$ cat config.mk
export PLATFORM = sky130hd
export DESIGN_NAME = rate_tick_gen
export DESIGN_NICKNAME = d
export VERILOG_FILES = /design/src/rtl/rate_tick_gen_pkg.sv /design/src/rtl/rate_tick_gen_divider.sv /design/src/rtl/rate_tick_gen.sv
export SDC_FILE = /design/constraint.sdc
export NUM_CORES = 1
export LEC_CHECK = 0
export CAP_MARGIN = 30
export CORE_ASPECT_RATIO = 0.9
export CORE_UTILIZATION = 26
export DETAILED_ROUTE_END_ITERATION = 16
export MAX_ROUTING_LAYER = met4
export PLACE_DENSITY = 0.48
export RECOVER_POWER = 25
export SYNTH_ARGS = -nofsm -noshare
export SYNTH_HDL_FRONTEND = slang
export SYNTH_SLANG_ARGS = --single-unit
$ cat constraint.sdc
create_clock -name clk_in -period 2.35 [get_ports clk_in]
set_clock_uncertainty 0.05 [all_clocks]
set_input_delay 0.235 -clock clk_in [delete_from_list [all_inputs] [get_ports clk_in]]
set_output_delay 0.235 -clock clk_in [all_outputs]
set_load 0.02 [all_outputs]
$ cat src/rtl/rate_tick_gen_pkg.sv
// Shared definitions for the rate tick generator.
//   - speed codes used on the speed/active_speed ports
//   - FSM state type for the rate-switch controller
//   - helpers for divider sizing and speed-code normalisation
package rate_tick_gen_pkg;

  localparam logic [1:0] SPD_A   = 2'b00;
  localparam logic [1:0] SPD_B   = 2'b01;
  localparam logic [1:0] SPD_C   = 2'b10;
  localparam logic [1:0] SPD_RSV = 2'b11;

  typedef enum logic {
    IDLE = 1'b0,
    PEND = 1'b1
  } state_t;

  // Number of master-clock cycles per tick for a given rate.
  function automatic int unsigned calc_div(input int unsigned clk_hz,
                                           input int unsigned rate);
    return clk_hz / rate;
  endfunction

  // The reserved code selects the slow rate.
  function automatic logic [1:0] norm_speed(input logic [1:0] code);
    return (code == SPD_RSV) ? SPD_A : code;
  endfunction

endpackage

$ cat src/rtl/rate_tick_gen_divider.sv
// Free-running divide-by-DIV enable generator.
// Ports:
//   clk_in - master clock
//   rst_n  - asynchronous active-low reset
//   en     - counter advances on edges where en=1, holds otherwise
//   tick   - registered one-cycle pulse, high after every DIV-th enabled edge
//   wrap   - combinational: this edge will wrap the counter (tick follows)
module rate_divider #(
  parameter int unsigned DIV = 2
) (
  input  logic clk_in,
  input  logic rst_n,
  input  logic en,
  output logic tick,
  output logic wrap
);

  localparam int unsigned W = (DIV > 1) ? $clog2(DIV) : 1;
  localparam logic [W-1:0] LAST = W'(DIV - 1);

  logic [W-1:0] cnt;

  // The rate-switch controller commits on the same edge that raises tick,
  // so it needs to know about the wrap one cycle before tick is visible.
  assign wrap = en && (cnt == LAST);

  // NOTE: sequential state uses non-blocking assignments so every register
  // samples pre-edge values, independent of statement order.
  always_ff @(posedge clk_in or negedge rst_n) begin
    if (!rst_n) begin
      cnt  <= '0;
      tick <= 1'b0;
    end else if (wrap) begin
      cnt  <= '0;
      tick <= 1'b1;
    end else if (en) begin
      cnt  <= cnt + 1'b1;
      tick <= 1'b0;
    end else begin
      tick <= 1'b0;
    end
  end

endmodule

$ cat src/rtl/rate_tick_gen.sv
// Rate tick generator: three free-running enable dividers (RATE_A/B/C) plus a
// selected-rate tick whose rate changes only on a tick of the new rate, so
// downstream counters never see a shortened or merged period.
// Ports:
//   clk_in         - master clock, all logic on rising edge
//   rst_n          - asynchronous active-low reset
//   run            - 1: dividers advance; 0: dividers hold, no ticks
//   speed          - requested rate code (2'b11 behaves as 2'b00)
//   tick_a/b/c     - one-cycle pulses at RATE_A / RATE_B / RATE_C
//   tick_sel       - tick of the committed rate
//   active_speed   - committed rate code
//   switch_pending - a requested rate is waiting for its next tick
module rate_tick_gen
  import rate_tick_gen_pkg::*;
#(
  parameter int unsigned CLK_HZ = 100_000_000,
  parameter int unsigned RATE_A = 2,
  parameter int unsigned RATE_B = 10,
  parameter int unsigned RATE_C = 30
) (
  input  logic       clk_in,
  input  logic       rst_n,
  input  logic       run,
  input  logic [1:0] speed,
  output logic       tick_a,
  output logic       tick_b,
  output logic       tick_c,
  output logic       tick_sel,
  output logic [1:0] active_speed,
  output logic       switch_pending
);

  localparam int unsigned DIV_A = calc_div(CLK_HZ, RATE_A);
  localparam int unsigned DIV_B = calc_div(CLK_HZ, RATE_B);
  localparam int unsigned DIV_C = calc_div(CLK_HZ, RATE_C);

  if (DIV_A < 2 || DIV_B < 2 || DIV_C < 2) begin : g_bad_div
    $error("rate_tick_gen: every divide ratio must be at least 2");
  end
  if (!(RATE_A < RATE_B && RATE_B < RATE_C)) begin : g_bad_order
    $error("rate_tick_gen: rates must satisfy RATE_A < RATE_B < RATE_C");
  end

  logic wrap_a, wrap_b, wrap_c;

  rate_divider #(.DIV(DIV_A)) u_div_a (
    .clk_in (clk_in),
    .rst_n  (rst_n),
    .en     (run),
    .tick   (tick_a),
    .wrap   (wrap_a)
  );

  rate_divider #(.DIV(DIV_B)) u_div_b (
    .clk_in (clk_in),
    .rst_n  (rst_n),
    .en     (run),
    .tick   (tick_b),
    .wrap   (wrap_b)
  );

  rate_divider #(.DIV(DIV_C)) u_div_c (
    .clk_in (clk_in),
    .rst_n  (rst_n),
    .en     (run),
    .tick   (tick_c),
    .wrap   (wrap_c)
  );

  // Rate-switch controller.
  state_t     state, state_nxt;
  logic [1:0] target, target_nxt;
  logic [1:0] active_nxt;
  logic [1:0] req;
  logic       target_wrap;

  assign req            = norm_speed(speed);
  assign switch_pending = (state == PEND);

  always_comb begin
    unique case (target)
      SPD_B:   target_wrap = wrap_b;
      SPD_C:   target_wrap = wrap_c;
      default: target_wrap = wrap_a;
    endcase
  end

  always_ff @(posedge clk_in or negedge rst_n) begin
    if (!rst_n) begin
      state        <= IDLE;
      target       <= SPD_A;
      active_speed <= SPD_A;
    end else begin
      state        <= state_nxt;
      target       <= target_nxt;
      active_speed <= active_nxt;
    end
  end

  // NOTE: every output of this block gets a default first so no path leaves
  // it unassigned, which would otherwise infer a latch.
  always_comb begin
    state_nxt  = state;
    target_nxt = target;
    active_nxt = active_speed;
    unique case (state)
      IDLE: begin
        if (req != active_speed) begin
          state_nxt  = PEND;
          target_nxt = req;
        end
      end
      PEND: begin
        if (req == active_speed) begin
          state_nxt = IDLE;                  // request withdrawn
        end else if (req != target) begin
          target_nxt = req;                  // retarget, dividers untouched
        end else if (target_wrap) begin
          // Commit on the edge that raises the target tick, so the very
          // next cycle's tick_sel is that tick.
          active_nxt = target;
          state_nxt  = IDLE;
        end
      end
      default: state_nxt = IDLE;
    endcase
  end

  // Old rate keeps driving tick_sel until the commit edge; a coincident old
  // and new tick on that edge is one and the same tick_sel pulse.
  always_comb begin
    unique case (active_speed)
      SPD_B:   tick_sel = tick_b;
      SPD_C:   tick_sel = tick_c;
      default: tick_sel = tick_a;
    endcase
  end

endmodule
==> impl_metrics.yaml, run 1 <==
setup_path:
  r2r.worst_path.cells: 5
  r2r_start: "u_div_b.cnt[13]"
  cp-end-kind: "flop"
  cp_max_fo: 4
  crit_path_start_kind: "flop"
  rrSetupSlack_ps: 200
  timing_worst_setup_path_type: "flop to flop"
  cp.required_ps: 2540
  r2r_end: "u_div_b.cnt[10]"
  cp.arrival_ps: 2340
logic_synthesis:
  syn_nets: 419
  ys_types: 53
  yosysMostFrequentCell: "dfrtp_1"
  synth_area_leader_cell: "dfrtp_1"
  synth_top_area_share: 0.4902
  netlist_top_cells_count: "80 x dfrtp_1, 51 x nor2_1, 32 x nand2_1, 30 x xor2_1, 29 x xnor2_1"
  yosys_warnings: 0
  seq_area_frac_synth: 0.4902
  syn_area_um2: 4084
  synth_edf_count: 0
  synthArstFlopShare: 1.000
  ys.flop_type: "dfrtp_1"
  synthTopCellsByArea: "dfrtp_1 49%, xor2_1 6.4%, xnor2_1 6.2%"
  synth.avg_cell_area_um2: 10.06
  synthCells: 406
  ys_seq_elements: 80
clock_tree:
  clockBufferDepth: 2
  htree_levels: 3
  cts-root-buf: "clkbuf_16"
  cts_tree: "yes"
  cts_buffers: 9
  clk_pin_slew_ps: 60
  cts.sink_count: 80
  clock_latency_ps: 340
drt:
  viasPerCell: 4.637
  vias: 3028
  drtPass1Iterations: 4
  wirelength_um: 8550
  ant_nets: 0
  drc: 0
  wl_per_cell_um: 13.09
  drt-initial-drc-count: 201
placement:
  portBuffers: 11
  gp_congestion: 0.7615
  hpwl_um: 6010
  post_dp_cell_area_um2: 4634
timing:
  maxClockFrequency_mhz: 464.8
  fin_crit_sh: 0.9155
  worst_pin_slew_ps: 1007
  relSlewSlack: 0.3285
  rsz0062_at_grt: "false"
  setup_viol: 0
  hold_viol: 0
  drv_slew: 0
  period_needed_ps: 2151
worst_hold_path:
  hp-start: "u_div_a.cnt[6]"
  hold_class: "flop to flop"
  min_to: "u_div_a.cnt[6]"
  hold_depth: 1
layout:
  antenna_cells: 0
  layout-drive-gt1-share: 0.1197
  area_growth_pct: 21.66
  fin_area_um2: 4969
  layout.nets: 459
global_route:
  grt_pass1_wl_um: 14810
  grt_use_total: 0.1206
  overflow: 0
  antenna_found_initial: 0
  grt_start_max_net_pins: 43
  grt_pass1_vias: 3028
flow_run:
  cap_violations: 0
floorplanning:
  die_height_um: 120.9
  start_util: 0.2654
  dieArea_um2: 16210
  core-area_um2: 15390
  io_pins: 12
  num_rows: 43
  die_x_um: 134.1
pwr:
  ir_drop_mv: 0.3230
  total_leakage_power_nw: 2.247
  p_total_mw: 3.953
  power_density_nw_per_um2: 795.7
outcome:
  status: "finished clean"
## repair_timing
| action | CTS | global route |
|---|---|---|
| endpoints found under the setup margin | 0 | 1 |
| hold endpoints to repair | 38 | 0 |
| buffers inserted | 0 | 0 |
| gates resized for setup | 0 | 1 |
| hold buffers | 1 | 0 |
## worst max-delay path, stage by stage, from the launching register on
cell,delay [ps]
dfrtp_1,400
or4b_1,530
or4_4,480
nor2_1,270
o21ai_0,140
a21o_1,180
## power by group
part           internal (mW)  switching, mW
registers               1.54          0.210
clock network           1.04          0.563
logic                  0.296          0.305
## cells in the final DEF (no fill, tap or decap), types with 11 or more instances in the layout
cell type,netlist,layout
dfrtp_1,80,80
nor2_1,51,51
nand2_1,32,32
xor2_1,30,30
xnor2_1,29,29
buf_4,1,27
nand3_1,23,23
nand4_1,17,17
inv_1,15,15
o21ai_0,13,13
nor3_1,11,11
## final cells by class
cell class	count	area, um^2
sequential	80	2002
clock inverter	5	103.9
multi-input combinational	299	1973
fill	1616	10420
clock buffer	11	232.7
timing repair buffer	41	347.8
inverter	15	56.30
tap	202	252.7
## worst max path at each step
stage               slack, ps  cells past startpoint         endpoint             from
floorplan                 300                      5   switch_pending  u_div_b.cnt[11]
finish                    200                      5  u_div_b.cnt[10]  u_div_b.cnt[13]
detailed placement        -80                      6   u_div_a.cnt[1]              run
CTS                        80                      4         tick_sel  active_speed[0]
global route              110                      5  u_div_b.cnt[10]  u_div_b.cnt[11]
global placement          -40                      6   u_div_a.cnt[1]              run
## layer usage
metal  track usage  up-vias  share of wire
met5             -        -              0
met1        0.1586     1484           0.51
met3       0.02047       13          0.022
li1              -     1493              -
met4       0.06742        0          0.025
met2        0.1762       38           0.45
## state kept, by name, indices dropped and copies added (netlist names)
register,cells
u_div_a.cnt,26
u_div_b.cnt,24
u_div_c.cnt,22
active_speed,2
target,2
switch_pending,1
u_div_a.tick,1
u_div_b.tick,1
u_div_c.tick,1
## per-stage QoR
stage | instances | TNS, ps | util | worst slack [ps] | hold slack, ps
final | 653 | 0 | 0.3229 | 198.6 | 439.5
after CTS | 653 | 0 | 0.3237 | 84.07 | 367.6
after global placement | 636 | -60.63 | 0.3012 | -37.80 | 211.5
after floorplan | 406 | 0 | - | 299.7 | -110.6
after detailed placement | 636 | -683.0 | 0.3012 | -81.94 | 205.4
after global routing | 653 | 0 | 0.3229 | 111.0 | 448.7
## logic make-up (layout without fill, tap and decap cells)
kind of cell,after synthesis,in the layout,synth area share
flops,80,80,0.4902
compound gates,34,34,0.05699
simple gates,192,192,0.2604
fa+ha+maj,8,8,0.02451
mux,6,6,0.01471
buf+inv,27,72,0.02665
xor+xnor,59,59,0.1265
Power figures use the tool's default switching activity.
==> run 2: changes to the inputs <==
--- a/config.mk
+++ b/config.mk
@@ -8,6 +8,7 @@
 export CAP_MARGIN = 30
 export CORE_ASPECT_RATIO = 0.9
 export CORE_UTILIZATION = 26
+export CTS_BUF_LIST = sky130_fd_sc_hd__clkbuf_2
 export DETAILED_ROUTE_END_ITERATION = 16
 export MAX_ROUTING_LAYER = met4
 export PLACE_DENSITY = 0.48
==> impl_metrics.yaml, run 2 (same netlist as run 1, synthesis figures left out) <==
outcome:
  status: "finished clean"
clock_tree:
  cts.sink_count: 80
  htree_levels: 3
  clk_pin_slew_ps: 240
  cts-root-buf: "clkbuf_2"
  cts_buffers: 9
  clock_latency_ps: 560
  clockBufferDepth: 2
  cts_tree: "yes"
layout:
  fin_util: 0.3124
  layout-drive-gt1-share: 0.1261
  layout_commonest_cell: "dfrtp_1"
  largest-register: "u_div_a.cnt"
  fillers: 1628
  fin_area_um2: 4807
  layout.nets: 460
  area_growth_pct: 17.71
  antenna_cells: 0
  largest_register_ffs: 26
  fin_cells: 654
  reg.largest.list: "u_div_a.cnt (26), u_div_b.cnt (24), u_div_c.cnt (22)"
  mostFrequentLayoutCells: "80 x dfrtp_1, 51 x nor2_1, 32 x nand2_1"
setup_path:
  rrSetupSlack_ps: 180
  crit_path_start_kind: "flop"
  timing_worst_setup_path_type: "flop to flop"
  cp_num_buf_inv: 0
  r2r.worst_path.cells: 5
  cp.arrival_ps: 2600
  slowest_delay_ps: 540
  crit_family: "simple AND/OR/NAND/NOR gates"
  r2r_start: "u_div_b.cnt[11]"
  cp_max_fo: 4
  crit_chain: "or4b_1, or4_4, nor2_1, o21ai_0, a21o_1"
  r2r_end: "u_div_b.cnt[10]"
  cp_slowest_cell: "or4b_1"
  cp-end-kind: "flop"
  cp.required_ps: 2780
placement:
  hpwl_um: 6010
  dp_cells: 636
  gp_congestion: 0.7615
  dp_slack_ps: -81.94
  post_dp_cell_area_um2: 4634
  portBuffers: 11
global_route:
  grt_pass1_wl_um: 14620
  overflow: 0
  grt_pass1_vias: 3023
  antenna_found_initial: 0
  grt_start_max_net_pins: 43
  grt_use_total: 0.1174
floorplanning:
  dieArea_um2: 16210
  io_pins: 12
  core-area_um2: 15390
  die_height_um: 120.9
  die_x_um: 134.1
  num_rows: 43
  start_util: 0.2654
timing:
  holdWs_ps: 287.8
  setup_slack_ps: 184.7
  fin_tns_setup_ps: 0
  rsz0062_at_grt: "false"
  drv_slew: 0
  worst_pin_slew_ps: 1047
  maxClockFrequency_mhz: 461.8
  relSlewSlack: 0.3023
  period_needed_ps: 2165
  setup_viol: 0
  hold_viol: 0
  fin_crit_sh: 0.9214
worst_hold_path:
  hold_class: "input pin to asynchronous set/reset pin"
drt:
  viasPerCell: 4.589
  wl_met1_um: 4378
  topRoutingLayerUsed: "met4"
  dr_wl_met3_um: 147
  drtPass1Iterations: 4
  dr_wl_met2_um: 3721
  ant_nets: 0
  drc: 0
  wirelength_um: 8425
  vias: 3001
  drt-initial-drc-count: 198
  wl_per_cell_um: 12.88
pwr:
  p_total_mw: 3.327
  p_sw_frac: 0.3045
  power_density_nw_per_um2: 692.1
  p_clk_frac: 0.290
  total_leakage_power_nw: 2.176
  seq_power_share: 0.523
  switchingPower_mw: 1.013
  power_frac_comb: 0.187
  ir_drop_mv: 0.3137
  p_int_mw: 2.314
flow_run:
  cap_violations: 0
-- run 2: routing by layer --
layer / GRT usage / vias to the layer above
met5: - / -
met2: 0.1736 / 24
li1: - / 1493
met4: 0.05688 / 0
met3: 0.01796 / 15
met1: 0.1572 / 1469
-- run 2: what timing repair did --
action | 4_1_cts | 5_1_grt
setup buffers | 1 | 0
gates resized for setup | 1 | 0
hold endpoints to repair | 80 | 0
endpoints found under the setup margin | 1 | 0
hold buffers | 1 | 0
-- run 2: layout make-up --
cell class | instances | area (um^2) | share of cell area
Clock buffer | 11 | 55.05 | 0.01145
Clock inverter | 5 | 103.9 | 0.02160
Inverter | 15 | 56.30 | 0.01171
Multi-Input combinational cell | 299 | 1973 | 0.4105
Sequential cell | 80 | 2002 | 0.4164
Tap cell | 202 | 252.7 | 0.05258
Timing Repair Buffer | 42 | 364.1 | 0.07574
-- run 2: worst max path at each step --
stage	startpoint	end	slack, ps	cells past startpoint
after floorplan	u_div_b.cnt[11]	switch_pending	300	5
after global placement	run	u_div_a.cnt[1]	-40	6
after detailed placement	run	u_div_a.cnt[1]	-80	6
after CTS	active_speed[0]	tick_sel	140	5
after global routing	active_speed[1]	tick_sel	60	5
final	u_div_b.cnt[11]	u_div_b.cnt[10]	180	5
-- run 2: power groups by stage --
stage	clock, mW	combinational (mW)	sequential, mW
final	0.966	0.623	1.74
after global routing	1.07	0.720	1.77
after CTS	1.02	0.636	1.74
after detailed placement	0	0.609	1.77
after global placement	0	0.597	1.76
after floorplan	0	0.389	1.75
